[config.mk]
export PLATFORM = sky130hd
export DESIGN_NAME = hpdmc_wrsched
export DESIGN_NICKNAME = d
export VERILOG_FILES = /design/src/rtl/hpdmc_wrsched_pkg.sv /design/src/rtl/hpdmc_downcnt.sv /design/src/rtl/hpdmc_wrsched.sv
export SDC_FILE = /design/constraint.sdc
export NUM_CORES = 1
export LEC_CHECK = 0
export CAP_MARGIN = 25
export CORE_AREA = 2 2 61 63
export DETAILED_ROUTE_END_ITERATION = 8
export DIE_AREA = 0 0 63 65
export DONT_BUFFER_PORTS = 1
export SLEW_MARGIN = 5
export SYNTH_ARGS = -nofsm -noshare
export SYNTH_HDL_FRONTEND = slang
export SYNTH_SLANG_ARGS = --single-unit
[constraint.sdc]
create_clock -name sys_clk -period 2 [get_ports sys_clk]
set_input_delay 0.4 -clock sys_clk [delete_from_list [all_inputs] [get_ports sys_clk]]
set_output_delay 0.4 -clock sys_clk [all_outputs]
set_load 0.1 [all_outputs]
[src/rtl/hpdmc_wrsched_pkg.sv]
// Shared definitions for the HPDMC write-burst sequencer: state encodings,
// DQS ODDR patterns and the idle DM value.
package hpdmc_defs;

  typedef enum logic [2:0] {
    IDLE = 3'd0,
    WAIT = 3'd1,
    PRE  = 3'd2,
    DATA = 3'd3,
    POST = 3'd4
  } wr_state_t;

  // {dqs_d1, dqs_d2}
  localparam logic [1:0] DQS_PREAMBLE  = 2'b00;
  localparam logic [1:0] DQS_POSTAMBLE = 2'b00;
  localparam logic [1:0] DQS_DATA      = 2'b10;

  // All byte lanes masked.
  localparam logic [3:0] DM_NONE = 4'hF;

endpackage

[src/rtl/hpdmc_downcnt.sv]
// Loadable 3-bit down-counter with zero flag. Load has priority over
// decrement; the count saturates at zero.
module hpdmc_downcnt (
  input  logic       sys_clk,
  input  logic       sdram_rst,
  input  logic       load,
  input  logic [2:0] load_val,
  input  logic       dec,
  output logic       zero
);

  logic [2:0] count;

  // Count register: load wins, otherwise step down until zero.
  always_ff @(posedge sys_clk or posedge sdram_rst) begin
    if (sdram_rst)
      count <= 3'd0;
    else if (load)
      count <= load_val;
    else if (dec && (count != 3'd0))
      count <= count - 3'd1;
  end

  assign zero = (count == 3'd0);

endmodule

[src/rtl/hpdmc_wrsched.sv]
// HPDMC write-burst sequencer. After an accepted write it waits the write
// latency, then drives DQS preamble, BURST_BEATS data beats and the
// postamble, feeding the DQ/DM/DQS ODDR banks and their output enables.
// Optional build macro HPDMC_WR_UNDERRUN_EN enables the sticky underrun
// flag; without it underrun is tied low (underrun beats are masked anyway).
module hpdmc_wrsched
  import hpdmc_defs::*;
#(
  parameter int unsigned WR_LATENCY  = 1,
  parameter int unsigned BURST_BEATS = 2
) (
  input  logic        sys_clk,
  input  logic        sdram_rst,
  input  logic        write,
  output logic        ready,
  input  logic        wfifo_valid,
  input  logic [63:0] wfifo_d,
  input  logic [7:0]  wfifo_dm,
  output logic        wfifo_ack,
  output logic [31:0] oddr_d1,
  output logic [31:0] oddr_d2,
  output logic [3:0]  dm_d1,
  output logic [3:0]  dm_d2,
  output logic        dqs_d1,
  output logic        dqs_d2,
  output logic        dq_oe,
  output logic        dqs_oe,
  output logic        busy,
  output logic        underrun,
  input  logic        underrun_clr
);

  // WR_LATENCY=1 skips WAIT entirely; otherwise WAIT lasts WR_LATENCY-1 cycles.
  localparam logic [2:0] LAT_LOAD  = (WR_LATENCY > 1) ? 3'(WR_LATENCY - 2) : 3'd0;
  localparam logic [2:0] BEAT_LOAD = 3'(BURST_BEATS - 1);
  localparam wr_state_t  START_STATE = (WR_LATENCY == 1) ? PRE : WAIT;

  wr_state_t state;
  logic      accept;
  logic      lat_zero;
  logic      beat_zero;
  logic      beat_ok;
  logic      beat_miss;

  assign accept    = write & ready;
  assign beat_ok   = (state == DATA) & wfifo_valid;
  assign beat_miss = (state == DATA) & ~wfifo_valid;

  hpdmc_downcnt u_lat_cnt (
    .sys_clk   (sys_clk),
    .sdram_rst (sdram_rst),
    .load      (accept && (WR_LATENCY > 1)),
    .load_val  (LAT_LOAD),
    .dec       (state == WAIT),
    .zero      (lat_zero)
  );

  hpdmc_downcnt u_beat_cnt (
    .sys_clk   (sys_clk),
    .sdram_rst (sdram_rst),
    .load      (state == PRE),
    .load_val  (BEAT_LOAD),
    .dec       (state == DATA),
    .zero      (beat_zero)
  );

  // Burst sequencing; a write in POST chains straight into the next burst.
  always_ff @(posedge sys_clk or posedge sdram_rst) begin
    if (sdram_rst) begin
      state <= IDLE;
    end else begin
      case (state)
        IDLE:    if (accept) state <= START_STATE;
        WAIT:    if (lat_zero) state <= PRE;
        PRE:     state <= DATA;
        DATA:    if (beat_zero) state <= POST;
        POST:    state <= accept ? START_STATE : IDLE;
        default: state <= IDLE;
      endcase
    end
  end

  assign ready  = (state == IDLE) || (state == POST);
  assign busy   = (state != IDLE);
  assign dq_oe  = (state == DATA);
  assign dqs_oe = (state == PRE) || (state == DATA) || (state == POST);

  assign {dqs_d1, dqs_d2} = (state == DATA) ? DQS_DATA :
                            (state == POST) ? DQS_POSTAMBLE : DQS_PREAMBLE;

  // A missing word is never retried; the beat goes out fully masked.
  assign wfifo_ack = beat_ok;
  assign oddr_d1   = beat_ok ? wfifo_d[63:32]  : 32'd0;
  assign oddr_d2   = beat_ok ? wfifo_d[31:0]   : 32'd0;
  assign dm_d1     = beat_ok ? wfifo_dm[7:4]   : DM_NONE;
  assign dm_d2     = beat_ok ? wfifo_dm[3:0]   : DM_NONE;

`ifdef HPDMC_WR_UNDERRUN_EN
  logic underrun_q;

  // Sticky underrun flag; a new miss beats a simultaneous clear.
  always_ff @(posedge sys_clk or posedge sdram_rst) begin
    if (sdram_rst)
      underrun_q <= 1'b0;
    else if (beat_miss)
      underrun_q <= 1'b1;
    else if (underrun_clr)
      underrun_q <= 1'b0;
  end

  assign underrun = underrun_q;
`else
  logic unused_underrun;
  assign unused_underrun = underrun_clr | beat_miss;
  assign underrun        = 1'b0;
`endif

endmodule

==> impl_metrics.toml <==
[routing]
vias = 1226
drc_errors = 0
post_drt_wl_per_cell_microns = 20.2
finalWirelength_microns = 5210
ant_nets = 0
viasPerCell = 4.75
drt_iter0_markers = 50
drt_first_pass_iters = 4

[cts]
cts_htree_levels = 1
cts_buffers = 3
clk_pin_slew_ns = 0.07
clkLatencyLatePin_ns = 0.26
ctsRootBufferMaster = "clkbuf_4"
cts_tree = "done"
cts_buffer_depth = 2
clock-sinks = 9

[synth]
ys_types = 22
synth_seq_cells = 9
netlist_area_sq_um = 1020
synth_area_per_cell_sq_um = 7.32
synth_area_leaders = "and2_1, dfrtp_1, nand2b_1, ha_1, buf_4"
synth_top_area_cell = "and2_1"
ys_seq_area_share_pct = 22.0
syn-instance-count = 140
synth_top_area_share_pct = 40.3
yosys_warnings = 0

[setup_path]
start_kind = "register"
worstSetupPathType = "register to output port"
cp_data_required_time_ns = 1.60
crit_chain = "nor2b_4 > and3_4 > clkbuf_16 > and2_2 > buf_12"
cp_max_fo = 20
worst-path-buf-inv = 2
crit_slowest_cell = "dfrtp_2"
cp_top_family = "simple AND/OR/NAND/NOR gates"
slowest_delay_ns = 0.44
cp.arrival_ns = 1.64
cp-end-kind = "output port"

[floorplan]
start_util_pct = 29.3
die_height_microns = 65
io_pins = 157
die_area_sq_um = 4100
row_count = 22
core-area_sq_um = 3500
die-width_microns = 63

[finish]
nets = 292
final_common_cell = "buf_12"
nFillCells = 214
diodes = 0
seq_area_sq_um = 226
multi_input_area_sq_um = 878
drive_gt1_share_pct = 74.8
mostFrequentLayoutCells = "buf_12, and2_4, and2_2"
area_growth_pct = 161

[sta]
setup_tns_ns = -0.440
max_freq_mhz = 489
period_needed_ns = 2.04
maxSlewViolCount = 0
hold_viol = 0
final-setup-viol-count = 28
fin_crit_sh_pct = 102
worst_slew_pin_slew_ns = 0.501
rsz0062_at_grt = "true"
worst_slack_ns = -0.0450
relSlewSlack_pct = 66.5
fin_skew_ns = 0.00750

[place]
pre_cts_slack_ns = 0.125
gp_congestion = 0.807
port_buffers = 0
hpwlAfterDp_microns = 4130

[global_routing]
grt_use_total_pct = 21.7
grt_pass1_vias = 1175
grt_max_degree = 41
antenna_found_initial = 0
grt_pass1_wl_microns = 6900
overflow = 0

[run_status]
status = "finished with violations"
failed_checks = "setup timing"

[worst_hold_path]
min_path_type = "input port to register"

[power_and_ir_drop]
peakVddDrop_uv = 1710
p_leak_nw = 1.21
powerDensity_nw_per_um2 = 1900

[run]
cap_viol_max_count = 0
power by group:
part / switching, mW / total, mW / internal, mW
sequential: 0.0305 / 0.262 / 0.231
combinational: 3.13 / 4.69 / 1.56
clock: 0.0639 / 0.141 / 0.0768
total: 3.22 / 5.09 / 1.87
flip-flops by register name, indices dropped and copies added (netlist names):
| register | cells |
|---|---|
| u_lat_cnt.count | 3 |
| u_beat_cnt.count | 3 |
| state | 3 |
final timing paths:
kind	from	cells past startpoint	slack, ns	end
min in group asynchronous	sdram_rst	2	0.55	u_beat_cnt.count[0]
worst max register to register	u_lat_cnt.count[0]	6	0.42	u_lat_cnt.count[1]
worst max-delay path	state[2]	5	-0.04	oddr_d2[4]
worst min-delay path	write	2	0.28	state[1]
worst min register to register	u_beat_cnt.count[0]	1	0.51	u_beat_cnt.count[0]
max in group asynchronous	sdram_rst	2	1.17	state[2]
timing repair:
action,CTS,global route
hold buffers,1,0
endpoints found under the setup margin,73,65
resized for setup,6,39
endpoints found under the hold margin,9,0
pin swaps,12,3
buffers inserted,1,1
cloned,0,2
cells by family (layout without fill, tap and decap cells):
| group | after synthesis | count (layout) | share of synthesized area (%) |
|---|---|---|---|
| and+or+nand+nor | 96 | 96 | 56.8 |
| buffers and inverters | 20 | 89 | 10.1 |
| AOI/OAI and AO/OA | 9 | 9 | 5.01 |
| DFF | 9 | 9 | 22.0 |
| adders and majority gates | 4 | 4 | 4.88 |
| other | 1 | 2 | 0.366 |
| xor gates and xnor gates | 1 | 1 | 0.855 |
worst register-to-register path, stage by stage, from the launching register on:
cell and delay (ns):
dfrtp_1 0.32, inv_1 0.06, ha_1 0.20, ha_1 0.22, nor4b_2 0.46, nor2_1 0.10
a21oi_1 0.14
cells in the mapped netlist:
cell type and number:
a21oi_1 3, a22oi_1 2, a31oi_1 1, and2_1 66
and3_1 2, buf_2 5, buf_4 6, clkbuf_1 1
conb_1 1, dfrtp_1 9, ha_1 4, inv_1 8
nand2_1 6, nand2b_1 9, nand3_1 2, nor2_1 7
nor2b_1 1, nor2b_4 1, nor4b_2 1, o21ai_0 3
or3_1 1, xnor2_1 1
per-stage QoR:
step / cell area, sq um / total power [mW] / utilization, % / hold WS (ns) / cells
floorplan: 1150 / 3.35 / - / 0.228 / 141
global placement: 2510 / 4.65 / 71.9 / 0.256 / 249
detailed placement: 2510 / 4.73 / 71.9 / 0.267 / 249
CTS: 2570 / 4.91 / 73.5 / 0.277 / 255
global route: 2680 / 5.24 / 76.5 / 0.274 / 258
finish: 2680 / 5.09 / 76.5 / 0.281 / 258
area by class of cell:
cell class | count | area share (%)
flip-flops and latches | 9 | 8.47
inverters | 8 | 1.12
well taps | 48 | 2.25
clock buffers | 4 | 0.982
repair buffers | 77 | 54.3
multi-input cells | 112 | 32.8
metal layers:
layer | up-vias | GRT usage [%] | share of wire (%) | routed length (microns)
met5 | - | 0 | 0 | 0
met4 | 0 | 5.28 | 1.2 | 61
met3 | 6 | 6.25 | 7.6 | 398
met2 | 58 | 38.4 | 55 | 2840
met1 | 597 | 25.6 | 37 | 1910
li1 | 565 | - | - | -
(Power assumes the default switching activity.)
